==> config.mk <==
export PLATFORM = sky130hd
export DESIGN_NAME = pc_unit
export DESIGN_NICKNAME = d
export VERILOG_FILES = /design/src/rtl/pc_pkg.sv /design/src/rtl/pc_next_sel.sv /design/src/rtl/pc_unit.sv
export SDC_FILE = /design/constraint.sdc
export NUM_CORES = 1
export LEC_CHECK = 0
export BUFFER_PORTS_ARGS = -buffer_cell sky130_fd_sc_hd__buf_2
export CAP_MARGIN = 5
export CORE_ASPECT_RATIO = 1.4
export CORE_MARGIN = 4
export CORE_UTILIZATION = 45
export DETAILED_ROUTE_END_ITERATION = 6
export PLACE_DENSITY = 0.73
export RECOVER_POWER = 100
export SYNTH_ARGS = -nofsm -noshare
export SYNTH_HDL_FRONTEND = slang
export SYNTH_SLANG_ARGS = --single-unit
==> constraint.sdc <==
create_clock -name Clk -period 5.4 [get_ports Clk]
set_input_delay 0.54 -clock Clk [delete_from_list [all_inputs] [get_ports Clk]]
set_output_delay 0.54 -clock Clk [all_outputs]
set_load 0.05 [all_outputs]
==> src/rtl/pc_pkg.sv <==
// Shared constants, selection encoding and helpers for the program counter unit.
package pc_pkg;

    localparam int unsigned CAUSE_W       = 5;
    localparam int unsigned DEF_WIDTH     = 32;
    localparam int unsigned DEF_STEP      = 4;
    localparam logic [31:0] DEF_RESET_VEC = 32'h0000_0000;
    localparam logic [31:0] DEF_EXC_VEC   = 32'h0000_0008;

    // Cause codes written on trap entry.
    localparam logic [CAUSE_W-1:0] IRQ_CODE   = 5'd0;
    localparam logic [CAUSE_W-1:0] ALIGN_CODE = 5'd4;

    // Source of the next fetch address, lowest to highest priority.
    typedef enum logic [2:0] {
        SEL_SEQ,
        SEL_BRANCH,
        SEL_ERET,
        SEL_IRQ,
        SEL_ALIGN,
        SEL_EXC
    } sel_e;

    // A branch target is misaligned when it is not on a word boundary.
    function automatic logic misaligned(input logic [1:0] lsb);
        return lsb != 2'b00;
    endfunction

endpackage

==> src/rtl/pc_next_sel.sv <==
// Combinational next-state selection for the program counter unit.
module pc_next_sel
    import pc_pkg::*;
#(
    parameter int unsigned       WIDTH   = DEF_WIDTH,
    parameter logic [WIDTH-1:0]  EXC_VEC = WIDTH'(DEF_EXC_VEC),
    parameter int unsigned       STEP    = DEF_STEP
) (
    input  logic [WIDTH-1:0]   pc,
    input  logic [WIDTH-1:0]   epc,
    input  logic [CAUSE_W-1:0] cause,
    input  logic               ie,
    input  logic               irq_pend,
    input  logic               br_take,
    input  logic [WIDTH-1:0]   br_target,
    input  logic               exc,
    input  logic [CAUSE_W-1:0] exc_code,
    input  logic               eret,
    output logic [WIDTH-1:0]   pc_next_c,
    output logic [WIDTH-1:0]   epc_next_c,
    output logic [CAUSE_W-1:0] cause_next_c,
    output logic               ie_next_c,
    output logic               trap_c,
    output logic               irq_take_c
);

    sel_e             sel;
    logic [WIDTH-1:0] seq_addr;
    logic [WIDTH-1:0] resume_addr;
    logic             br_fault;

    // Sequential address wraps naturally at the top of the address space.
    assign seq_addr    = pc + WIDTH'(STEP);
    assign br_fault    = br_take & misaligned(br_target[1:0]);
    // Where execution would have continued had the interrupt not been taken.
    assign resume_addr = br_take ? br_target : seq_addr;

    // Priority encode the redirect source.
    always_comb begin
        sel = SEL_SEQ;
        if (exc) begin
            sel = SEL_EXC;
        end else if (br_fault) begin
            sel = SEL_ALIGN;
        end else if (irq_pend && ie) begin
            sel = SEL_IRQ;
        end else if (eret) begin
            sel = SEL_ERET;
        end else if (br_take) begin
            sel = SEL_BRANCH;
        end
    end

    // Produce next architectural state for the selected source.
    always_comb begin
        pc_next_c    = seq_addr;
        epc_next_c   = epc;
        cause_next_c = cause;
        ie_next_c    = ie;
        trap_c       = 1'b0;
        irq_take_c   = 1'b0;
        case (sel)
            SEL_EXC: begin
                pc_next_c    = EXC_VEC;
                epc_next_c   = pc;
                cause_next_c = exc_code;
                ie_next_c    = 1'b0;
                trap_c       = 1'b1;
            end
            SEL_ALIGN: begin
                pc_next_c    = EXC_VEC;
                epc_next_c   = pc;
                cause_next_c = ALIGN_CODE;
                ie_next_c    = 1'b0;
                trap_c       = 1'b1;
            end
            SEL_IRQ: begin
                pc_next_c    = EXC_VEC;
                epc_next_c   = resume_addr;
                cause_next_c = IRQ_CODE;
                ie_next_c    = 1'b0;
                trap_c       = 1'b1;
                irq_take_c   = 1'b1;
            end
            SEL_ERET: begin
                pc_next_c = epc;
                ie_next_c = 1'b1;
            end
            SEL_BRANCH: begin
                pc_next_c = br_target;
            end
            default: begin
                pc_next_c = seq_addr;
            end
        endcase
    end

endmodule

==> src/rtl/pc_unit.sv <==
// Program counter with exception, interrupt and return-from-handler support.
module pc_unit
    import pc_pkg::*;
#(
    parameter int unsigned       WIDTH     = DEF_WIDTH,
    parameter logic [WIDTH-1:0]  RESET_VEC = WIDTH'(DEF_RESET_VEC),
    parameter logic [WIDTH-1:0]  EXC_VEC   = WIDTH'(DEF_EXC_VEC),
    parameter int unsigned       STEP      = DEF_STEP
) (
    input  logic               Clk,
    input  logic               Rst,
    input  logic               En,
    input  logic               Br_take,
    input  logic [WIDTH-1:0]   Br_target,
    input  logic               Exc,
    input  logic [CAUSE_W-1:0] Exc_code,
    input  logic               Irq,
    input  logic               Eret,
    output logic [WIDTH-1:0]   Pc,
    output logic [WIDTH-1:0]   Epc,
    output logic [CAUSE_W-1:0] Cause,
    output logic               Ie,
    output logic               Trap
);

    logic               irq_pend;
    logic [WIDTH-1:0]   pc_next_c;
    logic [WIDTH-1:0]   epc_next_c;
    logic [CAUSE_W-1:0] cause_next_c;
    logic               ie_next_c;
    logic               trap_c;
    logic               irq_take_c;

    pc_next_sel #(
        .WIDTH   (WIDTH),
        .EXC_VEC (EXC_VEC),
        .STEP    (STEP)
    ) u_next_sel (
        .pc           (Pc),
        .epc          (Epc),
        .cause        (Cause),
        .ie           (Ie),
        .irq_pend     (irq_pend),
        .br_take      (Br_take),
        .br_target    (Br_target),
        .exc          (Exc),
        .exc_code     (Exc_code),
        .eret         (Eret),
        .pc_next_c    (pc_next_c),
        .epc_next_c   (epc_next_c),
        .cause_next_c (cause_next_c),
        .ie_next_c    (ie_next_c),
        .trap_c       (trap_c),
        .irq_take_c   (irq_take_c)
    );

    // Architectural state; a stall freezes everything except interrupt capture.
    // A new Irq arriving in the cycle the previous one is taken re-arms pending.
    always_ff @(posedge Clk) begin
        if (Rst) begin
            Pc       <= RESET_VEC;
            Epc      <= '0;
            Cause    <= '0;
            Ie       <= 1'b1;
            irq_pend <= 1'b0;
            Trap     <= 1'b0;
        end else begin
            irq_pend <= (irq_pend & ~(En & irq_take_c)) | Irq;
            Trap     <= En & trap_c;
            if (En) begin
                Pc    <= pc_next_c;
                Epc   <= epc_next_c;
                Cause <= cause_next_c;
                Ie    <= ie_next_c;
            end
        end
    end

endmodule

==> results of run 1 <==
## sequential cells by signal (all words and copies together) (netlist names)
name and cells:
Epc 32, Pc 32, Trap 1, Ie 1
Cause 5, irq_pend 1
## power breakdown
group	internal, uW	switching, uW	total [uW]
registers	556	31.1	587
logic	75.1	202	277
clock network	419	246	664
## per-stage QoR
stage	hold WS, ns	instance area (sq um)	util
2_1_floorplan	0.581	4580	-
3_3_place_gp	0.453	5160	0.519
3_5_place_dp	0.459	5160	0.519
4_1_cts	0.397	5490	0.552
5_1_grt	0.414	5380	0.541
6_report	0.399	5380	0.541
## cell families after synthesis
family / count (synthesis) / share of synthesized area
compound gates: 230 / 0.319
simple gates: 189 / 0.215
flops: 72 / 0.314
buf+inv: 65 / 0.0557
mux: 34 / 0.0764
xor+xnor: 9 / 0.0172
fa+ha+maj: 1 / 0.00273
## Yosys cell counts, types with 2 or more instances
library cell | instances | area, sq um
and4_1 | 4 | 35.0
a21o_1 | 3 | 22.5
a21boi_0 | 2 | 15.0
o21ai_0 | 57 | 285
o32a_1 | 7 | 70.1
nor4_1 | 13 | 81.3
nand3_1 | 18 | 90.1
nor3_1 | 17 | 85.1
inv_1 | 6 | 22.5
nand3_2 | 3 | 30.0
o21a_1 | 3 | 22.5
xnor2_1 | 3 | 26.3
mux2i_1 | 26 | 260
nor2_1 | 45 | 169
nand2_1 | 51 | 191
o221ai_1 | 11 | 96.3
xor2_1 | 6 | 52.6
nor2b_1 | 2 | 12.5
or3_1 | 7 | 43.8
dfxtp_1 | 72 | 1440
a32oi_1 | 6 | 52.6
a221oi_1 | 13 | 114
o211ai_1 | 3 | 22.5
buf_1 | 5 | 18.8
a211oi_1 | 2 | 15.0
a21oi_1 | 83 | 415
mux2_2 | 8 | 90.1
a222oi_1 | 3 | 30.0
or4_1 | 4 | 30.0
o31a_1 | 6 | 52.6
clkbuf_1 | 46 | 173
nand4_2 | 2 | 25.0
a31oi_1 | 16 | 100
nand4_1 | 8 | 50.1
a22oi_1 | 2 | 15.0
and3_1 | 4 | 25.0
buf_2 | 5 | 25.0
## worst max-delay path, cell delays in order
cell      delay, ns
clkbuf_1       1.76
a2111o_1       0.80
nand4_1        0.80
o32a_1         0.40
a21oi_1        0.14
## placed cells by master (no fill, tap or decap), types with 13 or more instances in the layout
cell type  count
a21oi_1       83
clkbuf_1      76
dfxtp_1       72
o21ai_0       58
nand2_1       51
nor2_1        45
buf_2         41
mux2i_1       26
nand3_1       18
nor3_1        17
a31oi_1       16
nor4_1        13
a221oi_1      13
## path summary, 6_finish.rpt
| check | start | endpoint | slack, ns | cells after the start |
|---|---|---|---|---|
| max | Eret | Pc[7]$_SDFFE_PP0P_ | 1.20 | 5 |
| min | Irq | irq_pend$_SDFF_PP0_ | 0.40 | 3 |
| min reg2reg | Epc[2]$_SDFFE_PP0P_ | Epc[2]$_SDFFE_PP0P_ | 0.47 | 2 |
| max reg2reg | Ie$_SDFFE_PP1P_ | Epc[25]$_SDFFE_PP0P_ | 1.62 | 6 |
## final cells by class
| class | count | area [sq um] | share of cell area |
|---|---|---|---|
| Clock inverter | 6 | 92.6 | 0.0172 |
| Timing Repair Buffer | 121 | 520 | 0.0967 |
| Sequential cell | 72 | 1440 | 0.268 |
| Clock buffer | 10 | 239 | 0.0444 |
| Inverter | 7 | 26.3 | 0.00488 |
| Multi-Input combinational cell | 463 | 2890 | 0.538 |
| Tap cell | 135 | 169 | 0.0314 |
## per-layer routing
metal	wire length (um)	up-vias
met5	0	-
met4	540	0
met3	1110	44
met2	8110	267
met1	6250	2479
li1	-	2433
==> flow_metrics.py, run 1 <==
metrics = {
    "sta": {
        "fmax_mhz": 238,
        "timing.slew.headroom": -0.684,
        "setup_ws_ns": 1.20,
        "finalCritPeriodShare": 0.777,
        "report.final.hold_viol_count": 0,
        "skew_ns": 0.00558,
        "setup_violations": 0,
        "tightest_slew_ns": 2.53,
        "fin_crit_ns": 4.20,
        "finalMaxSlewViolations": 57,
        "fin_tns_setup_ns": 0,
        "rsz0062_at_grt": "false",
    },
    "power_and_ir_drop": {
        "p_leak_uw": 0.00182,
        "p_per_area_nw_per_um2": 284,
        "ir_drop_mv": 0.143,
        "finalPower_uw": 1530,
    },
    "finish": {
        "finalNetCount": 719,
        "stdcell_count": 814,
        "syn_to_final_growth_pct": 17.4,
        "fillerInstances": 1006,
        "diodes": 0,
        "drive_gt1_frac": 0.121,
    },
    "floorplanning": {
        "die_area_sq_um": 11900,
        "die_y_um": 127,
        "coreArea_sq_um": 9950,
        "placementRows": 43,
        "initial_core_util": 0.461,
        "io_pins": 115,
        "die_w_um": 93.3,
    },
    "synthesis": {
        "synth-edff-count": 0,
        "synth-seq-area-share": 0.314,
        "synthCells": 600,
        "synthesis.area_sq_um": 4580,
        "yosysUniqueCellTypes": 65,
        "ys_seq_elements": 72,
        "syn_area_per_cell_sq_um": 7.64,
        "ys.flop_type": "dfxtp_1",
        "syn_nets": 645,
        "synth-warning-count": 0,
        "async_flop_share": 0,
    },
    "outcome": {
        "status": "complete, but fails checks",
        "violations": "capacitance limit, slew limit",
    },
    "clocking": {
        "clk_latency_ns": 0.34,
        "cts_buffers": 9,
        "path_clk_slew_ns": 0.06,
        "ctsResizeCount": 0,
        "clock-sinks": 72,
        "root_buffer": "clkbuf_16",
        "clockBufferDepth": 2,
        "post_cts_buffers": 0,
        "h-tree-depth": 3,
        "hold_buffers": 0,
        "cts_tree": "done",
    },
    "global_route": {
        "grtUsageMet2": 0.458,
        "overflow": 0,
        "grt.busiest_layer": "met2",
        "met3_usage": 0.0330,
        "grt_use_met1": 0.323,
        "antenna_found_initial": 0,
        "grt_max_degree": 53,
        "grt_pass1_vias": 4975,
        "grtUsageTotal": 0.266,
        "grt_first_pass_wirelength_um": 25300,
    },
    "worst_setup_path": {
        "worstSetupEndpointType": "flip-flop",
        "crit_path_start_kind": "input pin",
        "path_class": "input pin to flip-flop",
        "cp.required_ns": 5.66,
        "critPathMaxFanout": 37,
        "cp.arrival_ns": 4.46,
    },
    "routing": {
        "vias_per_cell": 6.42,
        "dr.first_iter.drc_count": 527,
        "wirelength_um": 16000,
        "first_pass_iters": 5,
        "route.detailed.drc": 0,
        "vias": 5223,
        "ant_nets": 0,
        "routedWlPerCell_um": 19.7,
    },
    "job": {
        "drv_cap": 2,
    },
    "placed_design": {
        "dp_slack_ns": 1.71,
        "globalplace.congestion": 0.921,
        "io_buffers": 114,
        "dpl.hpwl_um": 10800,
        "placed_cells": 798,
    },
    "worst_hold_path": {
        "hold_class": "input pin to flip-flop",
    },
}
Note: power is estimated with default switching activity, not from simulation.
==> run 2, diff against run 1 <==
PLACE_DENSITY = 0.76   (was 0.73)
clock period = 3.59 ns   (was 5.4 ns; I/O delays follow)
==> run 2 against run 1 <==
Effect of this change:
- cell area is 0.33% lower
- worst setup slack worse by 0.39 ns
- non-clock buffer count is 10 higher
- hold slack worse by 0.17 ns
- highest routed layer unchanged
- combinational power is 53% higher
- final cell count is 0.98% higher
- sequential share of layout area is 0.087 points higher
- the run now ends clean
- clock-buffer cell count is 3 higher
- register-to-register slack worse by 0.60 ns
- critical path depth is 2 higher
- total power is 38% higher
==> flow_metrics.py, run 2 (synthesis gave the netlist of run 1 again) <==
metrics = {
    "outcome": {
        "status": "finished, final reports clean",
    },
    "finish": {
        "regArea_sq_um": 1440,
        "final_cell_mix": "a21oi_1 (83), clkbuf_1 (78), dfxtp_1 (72)",
        "final_common_cell": "a21oi_1",
        "drive_gt1_frac": 0.124,
        "diodes": 0,
        "finalNetCount": 729,
        "multi_input_comb_area_sq_um": 2880,
        "reg_top3": "Epc (32), Pc (32), Cause (5)",
        "stdcell_count": 822,
        "fillerInstances": 1006,
        "syn_to_final_growth_pct": 17.0,
    },
    "floorplanning": {
        "coreArea_sq_um": 9950,
        "io_pins": 115,
        "die_y_um": 127,
        "die_area_sq_um": 11900,
        "initial_core_util": 0.461,
        "placementRows": 43,
        "die_w_um": 93.3,
    },
    "power_and_ir_drop": {
        "clkPwrFrac": 0.381,
        "pwr-share-seq": 0.418,
        "pwr-share-comb": 0.201,
        "netSwitchingPower_uw": 680,
        "intPower_uw": 1430,
        "p_leak_uw": 0.00184,
        "swShare": 0.322,
        "ir_drop_mv": 0.235,
        "p_per_area_nw_per_um2": 394,
    },
    "global_route": {
        "grtUsageTotal": 0.269,
        "grt_pass1_vias": 5101,
        "grt_first_pass_wirelength_um": 25600,
        "grt_max_degree": 52,
        "overflow": 0,
        "antenna_found_initial": 0,
    },
    "worst_setup_path": {
        "cp.required_ns": 3.85,
        "worstSetupEndpointType": "flip-flop",
        "crit_path_start_kind": "input pin",
        "path_class": "input pin to flip-flop",
        "cp.arrival_ns": 3.04,
        "critPathMaxFanout": 17,
    },
    "clocking": {
        "cts_tree": "done",
        "clk_latency_ns": 0.33,
        "hold_buffers": 0,
        "clockBufferDepth": 2,
        "clock-sinks": 72,
        "cts_buffers": 9,
        "h-tree-depth": 3,
        "ctsResizeCount": 0,
        "post_cts_buffers": 0,
        "path_clk_slew_ns": 0.06,
        "root_buffer": "clkbuf_16",
    },
    "routing": {
        "ant_nets": 0,
        "route.detailed.drc": 0,
        "vias_per_cell": 6.32,
        "vias": 5198,
        "first_pass_iters": 5,
        "wirelength_um": 16200,
        "dr.first_iter.drc_count": 456,
        "routedWlPerCell_um": 19.7,
    },
    "sta": {
        "whs_ns": 0.232,
        "timing.slew.headroom": 0.338,
        "report.final.hold_viol_count": 0,
        "tightest_slew_ns": 0.992,
        "finalCritPeriodShare": 0.775,
        "finalMaxSlewViolations": 0,
        "setup_violations": 0,
        "rsz0062_at_grt": "false",
        "fmax_mhz": 360,
        "fin_crit_ns": 2.78,
        "skew_ns": 0.00338,
        "fin_tns_setup_ns": 0,
    },
    "worst_hold_path": {
        "hold_class": "input pin to flip-flop",
    },
    "placed_design": {
        "dpl.hpwl_um": 11300,
        "globalplace.congestion": 0.938,
        "io_buffers": 114,
        "placed_cells": 808,
    },
    "job": {
        "drv_cap": 0,
    },
}
[run 2: cell type report]
cell class / instances / area share
clock buffer: 13 / 0.0466
clock inverter: 1 / 0.000933
inverter: 7 / 0.00490
multi-input combinational: 463 / 0.536
sequential: 72 / 0.269
tap: 135 / 0.0315
timing repair buffer: 131 / 0.111
[run 2: per-stage QoR]
| stage | setup WS (ns) | total power (uW) | utilization | area (sq um) |
|---|---|---|---|---|
| floorplan | 1.09 | 1190 | - | 4580 |
| global placement | 1.12 | 1320 | 0.526 | 5240 |
| detailed placement | 1.05 | 1330 | 0.526 | 5240 |
| CTS | 1.21 | 2130 | 0.552 | 5490 |
| global route | 0.622 | 2190 | 0.539 | 5370 |
| finish | 0.809 | 2110 | 0.539 | 5370 |
[run 2: worst paths after layout]
check	startpoint	endpoint	slack [ns]	depth (start not counted)
worst min register to register	Epc[3]$_SDFFE_PP0P_	Epc[3]$_SDFFE_PP0P_	0.47	2
worst max-delay path	Br_take	Epc[31]$_SDFFE_PP0P_	0.81	7
worst max register to register	Pc[7]$_SDFFE_PP0P_	Pc[31]$_SDFFE_PP0P_	1.02	5
worst min-delay path	Irq	irq_pend$_SDFF_PP0_	0.23	3
[run 2: power by group through the flow]
| stage | sequential (uW) | combinational [uW] | clock, uW |
|---|---|---|---|
| after floorplan | 1010 | 184 | 0 |
| after global placement | 894 | 427 | 0 |
| after detailed placement | 897 | 433 | 0 |
| after CTS | 880 | 434 | 813 |
| after global routing | 887 | 453 | 850 |
| final | 882 | 425 | 805 |
[run 2: worst max-delay path, stage by stage]
cell and delay (ns):
clkbuf_1 0.68, o21ai_0 0.50, a21oi_1 0.72, buf_4 0.32
o21ai_0 0.11, a21oi_1 0.16, a21boi_0 0.18
[run 2: routing by layer]
metal | vias to the layer above | wire length, um | GRT usage
met5 | - | 0 | 0
met4 | 0 | 561 | 0.126
met3 | 43 | 1050 | 0.0459
met2 | 257 | 8070 | 0.461
met1 | 2443 | 6480 | 0.323
li1 | 2455 | - | -
